$ cat config.mk
export PLATFORM = sky130hd
export DESIGN_NAME = id_ex_stage
export DESIGN_NICKNAME = d
export VERILOG_FILES = /design/src/rtl/id_ex_stage.sv
export SDC_FILE = /design/constraint.sdc
export NUM_CORES = 1
export LEC_CHECK = 0
export BUFFER_PORTS_ARGS = -buffer_cell sky130_fd_sc_hd__buf_4
export CORE_AREA = 3 3 120 122
export CTS_CLUSTER_DIAMETER = 40
export DETAILED_ROUTE_END_ITERATION = 10
export DIE_AREA = 0 0 123 125
export HOLD_SLACK_MARGIN = 0.08
export PLACE_DENSITY = 0.68
export SKIP_LAST_GASP = 1
export SLEW_MARGIN = 30
export SYNTH_ARGS = -nofsm -noshare
export SYNTH_HDL_FRONTEND = slang
export SYNTH_SLANG_ARGS = --single-unit
$ cat constraint.sdc
create_clock -name clk -period 1.08 [get_ports clk]
set_input_delay 0.108 -clock clk [delete_from_list [all_inputs] [get_ports clk]]
set_output_delay 0.108 -clock clk [all_outputs]
set_load 0.03 [all_outputs]
$ cat src/rtl/id_ex_stage.sv
// ---------------------------------------------------------------------------
// id_ex_stage
//
// Purpose:
//   Pipeline register between the decode (D) and execute (E) stages of a
//   five-stage MIPS-style core. It also holds the E-stage operand
//   forwarding muxes, the ALU source-B mux and the destination-register mux.
//
//   Register update priority on each rising clk edge:
//     reset_n=0  >  flush_e=1  >  stall_e=1  >  normal capture
//
// Configuration:
//   FORWARDING_EN  When defined, the A and B operands come from the
//                  forwarding muxes. forward_*_e selects the source:
//                  00 = registered register-file read, 10 = aluout_m,
//                  01 = result_w, 11 = registered register-file read.
//                  When undefined, the operands are always the registered
//                  register-file reads. The forward selects, aluout_m and
//                  result_w are then ignored.
//
// Ports:
//   clk, reset_n            clock, synchronous active-low reset
//   stall_e, flush_e        hold E-stage contents / load a bubble
//   rd1_d, rd2_d, signimm_d D-stage operands and sign-extended immediate
//   rs_d, rt_d, rd_d        D-stage register indices
//   alucontrol_d            ALU function code (passed through unchanged)
//   alusrc_d .. valid_d     D-stage control bits
//   forward_a_e/b_e         forward selects from the hazard unit
//   aluout_m, result_w      forwarding sources from the M and W stages
//   src_a_e, src_b_e        ALU operands
//   alucontrol_e            registered ALU function
//   writedata_e             forwarded rt value for stores
//   rs_e, rt_e, writereg_e  hazard-unit indices and destination register
//   regwrite_e .. valid_e   registered control bits
// ---------------------------------------------------------------------------
module id_ex_stage #(
  parameter int WIDTH   = 32,
  parameter int REGBITS = 5
) (
  input  logic               clk,
  input  logic               reset_n,
  input  logic               stall_e,
  input  logic               flush_e,
  input  logic [WIDTH-1:0]   rd1_d,
  input  logic [WIDTH-1:0]   rd2_d,
  input  logic [WIDTH-1:0]   signimm_d,
  input  logic [REGBITS-1:0] rs_d,
  input  logic [REGBITS-1:0] rt_d,
  input  logic [REGBITS-1:0] rd_d,
  input  logic [2:0]         alucontrol_d,
  input  logic               alusrc_d,
  input  logic               regdst_d,
  input  logic               regwrite_d,
  input  logic               memwrite_d,
  input  logic               memtoreg_d,
  input  logic               valid_d,
  input  logic [1:0]         forward_a_e,
  input  logic [1:0]         forward_b_e,
  input  logic [WIDTH-1:0]   aluout_m,
  input  logic [WIDTH-1:0]   result_w,
  output logic [WIDTH-1:0]   src_a_e,
  output logic [WIDTH-1:0]   src_b_e,
  output logic [2:0]         alucontrol_e,
  output logic [WIDTH-1:0]   writedata_e,
  output logic [REGBITS-1:0] rs_e,
  output logic [REGBITS-1:0] rt_e,
  output logic [REGBITS-1:0] writereg_e,
  output logic               regwrite_e,
  output logic               memwrite_e,
  output logic               memtoreg_e,
  output logic               valid_e
);

  // Registered copies of the D-stage values that are not visible directly
  // as outputs. They feed the combinational E-stage muxes below.
  logic [WIDTH-1:0]   rd1_e;
  logic [WIDTH-1:0]   rd2_e;
  logic [WIDTH-1:0]   signimm_e;
  logic [REGBITS-1:0] rd_e;
  logic               alusrc_e;
  logic               regdst_e;

  // Forwarded operand values before the ALU source-B mux.
  logic [WIDTH-1:0]   fwd_a;
  logic [WIDTH-1:0]   fwd_b;

  // Pipeline register.
  // Reset and flush both load the all-zero bubble. Reset is tested first,
  // so it also overrides stall. A stall keeps the current contents, which
  // happens simply because there is no assignment on that path.
  always_ff @(posedge clk) begin
    if (!reset_n || flush_e) begin
      rd1_e        <= '0;
      rd2_e        <= '0;
      signimm_e    <= '0;
      rs_e         <= '0;
      rt_e         <= '0;
      rd_e         <= '0;
      alucontrol_e <= 3'd0;
      alusrc_e     <= 1'b0;
      regdst_e     <= 1'b0;
      regwrite_e   <= 1'b0;
      memwrite_e   <= 1'b0;
      memtoreg_e   <= 1'b0;
      valid_e      <= 1'b0;
    end else if (!stall_e) begin
      rd1_e        <= rd1_d;
      rd2_e        <= rd2_d;
      signimm_e    <= signimm_d;
      rs_e         <= rs_d;
      rt_e         <= rt_d;
      rd_e         <= rd_d;
      alucontrol_e <= alucontrol_d;
      alusrc_e     <= alusrc_d;
      regdst_e     <= regdst_d;
      regwrite_e   <= regwrite_d;
      memwrite_e   <= memwrite_d;
      memtoreg_e   <= memtoreg_d;
      valid_e      <= valid_d;
    end
  end

`ifdef FORWARDING_EN
  // Operand A forwarding.
  // This path is purely combinational, so a newer value from the M or W
  // stage reaches the ALU in the same cycle the hazard unit selects it.
  // Select 11 is unused by the hazard unit and falls back to the
  // registered read.
  always_comb begin
    fwd_a = rd1_e;
    case (forward_a_e)
      2'b10:   fwd_a = aluout_m;
      2'b01:   fwd_a = result_w;
      default: fwd_a = rd1_e;
    endcase
  end

  // Operand B forwarding. It uses the same encoding as operand A.
  always_comb begin
    fwd_b = rd2_e;
    case (forward_b_e)
      2'b10:   fwd_b = aluout_m;
      2'b01:   fwd_b = result_w;
      default: fwd_b = rd2_e;
    endcase
  end
`else
  // Without forwarding, the operands are always the registered
  // register-file reads. The forwarding inputs are reduced into a
  // deliberately unused net so the ports remain in the interface.
  logic unused_fwd;

  always_comb begin
    fwd_a = rd1_e;
    fwd_b = rd2_e;
  end

  assign unused_fwd = ^{forward_a_e, forward_b_e, aluout_m, result_w};
`endif

  // E-stage output muxes.
  // Stores always take the forwarded rt value in writedata_e, even when the
  // ALU uses the immediate as operand B.
  always_comb begin
    src_a_e     = fwd_a;
    src_b_e     = alusrc_e ? signimm_e : fwd_b;
    writedata_e = fwd_b;
    writereg_e  = regdst_e ? rd_e : rt_e;
  end

endmodule

Word level (Yosys, flattened, before mapping)
Cells that the tools add are included.
{ "totals": {"reg_bits": 120, "wordCells": 17} }
{ "op_classes": {"n_mux": 2, "reduce_logical": 2} }
{ "op_table": {"columns": ["op", "n"], "rows": [
  ["$mux 32", 1],
  ["$mux 5", 1],
  ["$logic_not 1->1", 1],
  ["$logic_or 1x1->1", 1]
]} }

Logic depth before layout (Yosys ltp)
Gate-level depths: netlist of the first run.
{ "logic_depth": {"word_depth": 2, "mapped_depth": 5, "mapped_depth_nobuf": 2} }

Least setup slack after synthesis of the first run
Ideal clock, no wire load.
{ "synth_path": {"path_type": "reg2out", "from": "reg alusrc_e", "to": "out src_b_e[10]", "slack_ps": -42, "arrival_ps": 1014, "required_time_ps": 972, "stages_incl_launch_ff": 4, "n_path_buf": 2, "path_cell_list": "dfxtp_1 -> buf_2 -> buf_4 -> mux2_2"} }
{ "synth_via": {"elab_chain_len": 1} }
{ "synth_rtl": {"columns": ["item", "line", "text"], "rows": [
  ["from (decl)", "80", "logic alusrc_e;"],
  ["from (signal assigned)", "114", "alusrc_e <= alusrc_d;"],
  ["$mux 32", "166", "src_b_e = alusrc_e ? signimm_e : fwd_b;"],
  ["to (decl)", "62", "output logic [WIDTH-1:0] src_b_e,"]
]} }
No other way between the ends.

Worst setup path after layout of the first run
{ "layout_path": {"from": "reg alusrc_e", "to": "out src_b_e[13]"} }
The elaborated chain is that of the path after synthesis.

==> results.tsv, run 1 <==
metric	value	unit
most common library cells after synthesis	dfxtp_1, mux2i_1, nor2_1	
CP startpoint kind	flop	
Die Wd	123	um
first-pass GRT wire length	24300	um
Synth Instances	430	
asr flop ratio synth	0	%
fin crit period	1.59	ns
status	finished with violations	
RSZ-0062 raised after global routing	yes	
placeable core area	13300	um2
final RePlAce weighted congestion	0.728	
CP max stage cell	dfxtp_4	
via count	4489	
clock slew at reported path FFs	0.05	ns
Area Overhead vs Synth	79.9	%
Via density	4.59	
vias in the first global route	4979	
Slew @ Worst Pin	0.306	ns
Root Buffer	clkbuf_16	
syn_nets	622	
leading area contributor after synthesis	dfxtp_1	
Critical Path Max Stage Delay	0.37	ns
drc violations	0	
Place WS	-0.0963	ns
Net Sw Frac	24.1	%
buffer and inverter count on the worst path	2	
Die Height	125	um
leakage	4.18	nW
Post-Synthesis Cell Area	4810	um2
Hold Slack	0.139	ns
FMAX	629	MHz
Final WS setup	-0.510	ns
FF+latch count, synth	120	
cts bufs inserted	17	
failing checks	negative setup slack	
Distinct cells, synth	9	
Clock Skew	0	ns
Slew HR	79.6	%
Die Footprint	15400	um2
initial antenna violation count	0	
initial core utilization	36.2	%
ranking of synthesized cells by area	dfxtp_1, mux2i_1, nor2_1	
sequential share of the synthesized area	50.0	%
Routed Wire Length	15900	um
num ports	310	
clock buffer depth	2	
clk sink count	120	
Critical Path Sink Type	primary output	
largest net degree at the start of global routing	69	
Routed wire per std cell	16.2	um
Comb pwr share	17.2	%
Pre-Repair DR Iteration Count	4	
VDD IR max	0.885	mV
sequential power share	40.4	%
Detailed Place HPWL	9490	um
antenna cells	0	
htree depth	4	
remaining antenna violation count after routing	0	
worst endpoint data arrival time	1.48	ns
Iter 0 DRT Violations	218	
Row Count	42	
hold crit path type	in2reg	
max-slew violations	0	
Synth top area share	50.0	%
Pwr per Cell Area	1340	nW/um2
final hold violations	0	
count of final setup violators	37	
Filler cells	958	
CTS tree	yes	
Post-synth EDFFs	0	
P_int	8.82	mW
Critical Path RT	0.97	ns
Post-synth top flop	dfxtp_1	
remaining global-route overflow	0	
syn_area_per_cell	11.2	um2
crit-path cells	buf_12 > mux2_2 > buf_4	
Max-Cap Viols	0	
critical path class	reg2out	
CP Max Fanout	14	
Final nets	984	
clock latency on the worst-skew pair	0.40	ns
post-CTS setup buffers	0	
fin crit share	147	%
PortBufs	241	
layout cells sized above 1	41.6	%
net switching power	2.80	mW
All-Layer GR Usage	20.0	%
largest delay contributor family on the critical path	flip-flops	
synth warn	0	
power share of the clock group	42.4	%
[worst register-to-register path, stage by stage (launching register included)]
cell	delay [ns]
dfxtp_4	0.36
buf_4	0.16
mux2i_1	0.14
nor2_1	0.05
[worst paths after layout]
path                                                start                    endpoint  slack, ns  cells after the start
worst max-delay path                alusrc_e$_SDFFE_PP0N_                 src_b_e[13]      -0.51                      3
worst max register to register      alusrc_e$_SDFFE_PP0N_       alusrc_e$_SDFFE_PP0N_       0.26                      3
worst min-delay path                              stall_e  signimm_e[28]$_SDFFE_PP0N_       0.14                      3
worst min register to register  signimm_e[3]$_SDFFE_PP0N_   signimm_e[3]$_SDFFE_PP0N_       0.49                      2
[state kept, by name (all words and copies together) (netlist names)]
register      flops
memwrite_e        1
memtoreg_e        1
alucontrol_e      3
regwrite_e        1
writedata_e      32
rt_e              5
signimm_e        32
valid_e           1
alusrc_e          1
regdst_e          1
rd_e              5
src_a_e          32
rs_e              5
[final cells by class]
type                       count  area [um2]  area share, %
sequential                   120        2430           28.1
clock buffer                  25         495           5.73
clock inverter                 4        20.0          0.231
multi-input combinational    278        2100           24.3
timing repair buffer         375        3380           39.1
tap                          176         220           2.55
[repair_timing]
item,4_1_cts,5_1_grt
setup endpoints to repair,43,64
hold endpoints to repair,120,0
hold buffers,120,0
resized for setup,20,36
cloned,0,0
pin swaps,0,0
[logic make-up (layout without fill, tap and decap cells)]
family	Yosys count	after routing	share of synthesized area [%]
and+or+nand+nor	121	121	9.50
buffers and inverters	32	404	6.87
DFF	120	120	50.0
muxes	157	157	33.7
[cell usage in the layout (no fill, tap or decap), drive strengths merged]
cell	n
nand2b	1
dlygate4sd3	120
nor2	120
buf	255
mux2	37
mux2i	120
clkbuf	25
clkinv	4
dfxtp	120
[stage by stage]
stage	power (mW)	setup TNS, ns	instances	util (%)	cell area, um2
floorplan	5.67	-1.20	430	-	4810
global placement	6.31	-2.28	829	50.9	6760
detailed placement	6.34	-2.47	829	50.9	6760
CTS	11.7	-17.52	978	64.3	8540
global route	12.1	-18.38	978	65.0	8650
finish	11.6	-16.83	978	65.0	8650
[power by group through the flow]
stage                     registers [mW]  clock network [mW]  logic, mW
final                               4.69                4.93       2.00
after global routing                4.70                5.26       2.12
after CTS                           4.67                5.06       1.95
after detailed placement            4.76                   0       1.58
after global placement              4.76                   0       1.55
after floorplan                     4.93                   0      0.735
[metal layers]
layer / wire (um) / vias up / track usage [%]
met3: 1220 / 42 / 6.68
met2: 8340 / 191 / 37.0
met1: 5760 / 2083 / 19.6
li1: - / 2173 / -
met5: 0 / - / 0
met4: 539 / 0 / 9.64
(Power assumes the default switching activity.)
==> run 2, diff against run 1 <==
--- a/config.mk
+++ b/config.mk
@@ -5,11 +5,12 @@
 export SDC_FILE = /design/constraint.sdc
 export NUM_CORES = 1
 export LEC_CHECK = 0
+export ABC_AREA = 1
 export BUFFER_PORTS_ARGS = -buffer_cell sky130_fd_sc_hd__buf_4
-export CORE_AREA = 3 3 120 122
+export CORE_AREA = 3 3 118 120
 export CTS_CLUSTER_DIAMETER = 40
 export DETAILED_ROUTE_END_ITERATION = 10
-export DIE_AREA = 0 0 123 125
+export DIE_AREA = 0 0 121 123
 export HOLD_SLACK_MARGIN = 0.08
 export PLACE_DENSITY = 0.68
 export SKIP_LAST_GASP = 1
==> results.tsv, run 2 <==
metric	value	unit
Final WS setup	-0.388	ns
CTS tree	yes	
Routed wire per std cell	14.6	um
remaining global-route overflow	0	
Via density	4.66	
leading area contributor after synthesis	dfxtp_1	
clock latency on the worst-skew pair	0.40	ns
Net Sw Frac	24.8	%
first-pass GRT wire length	26000	um
Detailed Place HPWL	9940	um
htree depth	4	
P_int	8.97	mW
cts bufs inserted	17	
commonest non-fill, non-tap cell in the layout	nand2_1	
most common library cells after synthesis	nand2_1, a21oi_1, dfxtp_1	
Slew HR	80.1	%
initial antenna violation count	0	
Iter 0 DRT Violations	301	
Util after Layout	68.6	%
final hold violations	0	
Final nets	1192	
PortBufs	241	
drc violations	0	
initial core utilization	35.4	%
reg2reg setup slack	0.17	ns
CP max stage cell	dfxtp_4	
syn_nets	833	
layout cells sized above 1	34.1	%
Filler cells	1011	
VDD IR max	1.22	mV
CP startpoint kind	flop	
ranking of synthesized cells by area	dfxtp_1, nand2_1, a21oi_1	
clock slew at reported path FFs	0.05	ns
Die Footprint	14900	um2
leakage	3.93	nW
FF+latch count, synth	120	
worst endpoint data arrival time	1.36	ns
sequential share of the synthesized area	51.8	%
Comb pwr share	16.4	%
Critical Path Max Stage Delay	0.46	ns
asr flop ratio synth	0	%
CP Max Fanout	8	
Post-synth top flop	dfxtp_1	
Clock Skew	0	ns
commonest non-fill, non-tap cells in the layout	nand2_1, buf_4, dlygate4sd3_1	
max-slew violations	0	
failing checks	negative setup slack	
Root Buffer	clkbuf_16	
All-Layer GR Usage	21.8	%
placeable core area	13100	um2
clk sink count	120	
Routed Wire Length	17400	um
final RePlAce weighted congestion	0.750	
Max-Cap Viols	0	
fin crit period	1.47	ns
clock buffer depth	2	
Area Overhead vs Synth	93.8	%
net switching power	2.97	mW
via count	5539	
sequential power share	39.1	%
hold crit path type	in2reg	
vias in the first global route	5333	
count leader, synth	nand2_1	
Distinct cells, synth	9	
status	finished with violations	
Die Wd	121	um
synth warn	0	
Critical Path Sink Type	primary output	
Pwr per Cell Area	1330	nW/um2
num ports	310	
total chip power	11.9	mW
critical path class	reg2out	
Pre-Repair DR Iteration Count	4	
Row Count	42	
Slew @ Worst Pin	0.299	ns
hold path cells	4	
Die Height	123	um
syn_area_per_cell	7.23	um2
Post-synth EDFFs	0	
RSZ-0062 raised after global routing	yes	
crit-path cells	buf_12 > nand2_1 > o21ai_1 > buf_4	
FMAX	681	MHz
fin crit share	136	%
Post-Synthesis Cell Area	4630	um2
power share of the clock group	44.5	%
largest net degree at the start of global routing	65	
count of final setup violators	38	
Synth Instances	641	
Critical Path RT	0.97	ns
r2r worst-path depth	3	
remaining antenna violation count after routing	0	
Synth top area share	51.8	%
==> run 2: cell types whose count changed in the layout (fill, tap and decap cells not counted), sizes merged, moves of 2 or more <==
cell / delta
nand2: +278
a21oi: +120
mux2i: -120
nor2: -120
inv: +39
mux2: -37
o21ai: +37
buf: +6
clkbuf: +3
clkinvlp: +2
dlygate4sd3: +2
==> run 2: power groups by stage <==
stage	sequential (mW)	combinational, mW	clock, mW
6_report	4.67	1.95	5.31
5_1_grt	4.69	2.09	5.63
4_1_cts	4.66	1.87	5.40
3_5_place_dp	4.75	1.49	0
3_3_place_gp	4.74	1.48	0
2_1_floorplan	4.92	0.582	0
==> run 2: final timing paths <==
| path | start | to |
|---|---|---|
| worst max-delay path | alusrc_e$_SDFFE_PP0N_ | src_b_e[23] |
| worst min-delay path | stall_e | writedata_e[13]$_SDFFE_PP0N_ |
| worst max register to register | alusrc_e$_SDFFE_PP0N_ | alusrc_e$_SDFFE_PP0N_ |
| worst min register to register | signimm_e[27]$_SDFFE_PP0N_ | signimm_e[27]$_SDFFE_PP0N_ |
==> run 2: layout make-up <==
class	count	area [um2]	area share [%]
flip-flops and latches	120	2430	27.0
diodes	1	2.50	0.0279
inverters	39	149	1.66
clock inverters	7	68.8	0.766
repair buffers	387	3560	39.6
well taps	176	220	2.45
clock buffers	24	492	5.48
multi-input cells	435	2060	22.9
==> run 2: kinds of logic (layout without fill, tap and decap cells) <==
kind of cell	Yosys count	in the layout	synth area share [%]
buffers and inverters	86	457	8.69
AND/OR/NAND/NOR	278	278	22.5
flip-flops	120	120	51.8
other	0	1	0
AO/OA/AOI/OAI	157	157	17.0
==> run 2: per-layer routing <==
layer	track usage [%]	wire, um	vias to the layer above
met5	0	0	-
met4	9.35	492	0
met3	6.54	1270	37
met2	36.3	8540	218
met1	26.1	7120	2544
li1	-	-	2740
==> run 2: timing repair <==
| item | 4_1_cts | 5_1_grt |
|---|---|---|
| setup buffers | 0 | 2 |
| pin swaps | 6 | 2 |
| gates resized for setup | 18 | 55 |
| hold endpoints to repair | 120 | 0 |
| hold buffers | 122 | 0 |
| endpoints found under the setup margin | 41 | 61 |
| cloned | 0 | 5 |
==> run 2: through the flow <==
stage	TNS (ns)	hold slack [ns]	instances	area, um2	worst slack, ns
3_3_place_gp	0	0.358	1028	6830	0.0484
2_1_floorplan	-1.35	0.252	641	4790	-0.102
6_report	-12.56	0.0978	1189	8980	-0.388
3_5_place_dp	0	0.366	1028	6830	0.0402
4_1_cts	-12.58	0.0851	1181	8670	-0.399
5_1_grt	-15.04	0.104	1188	8980	-0.458
==> run 2: worst max-delay path, delay by kind of cell (launching register included) <==
family / cells / cell delay, ns
simple gates: 1 / 0.05
flops: 1 / 0.46
compound gates: 1 / 0.09
buf+inv: 2 / 0.35
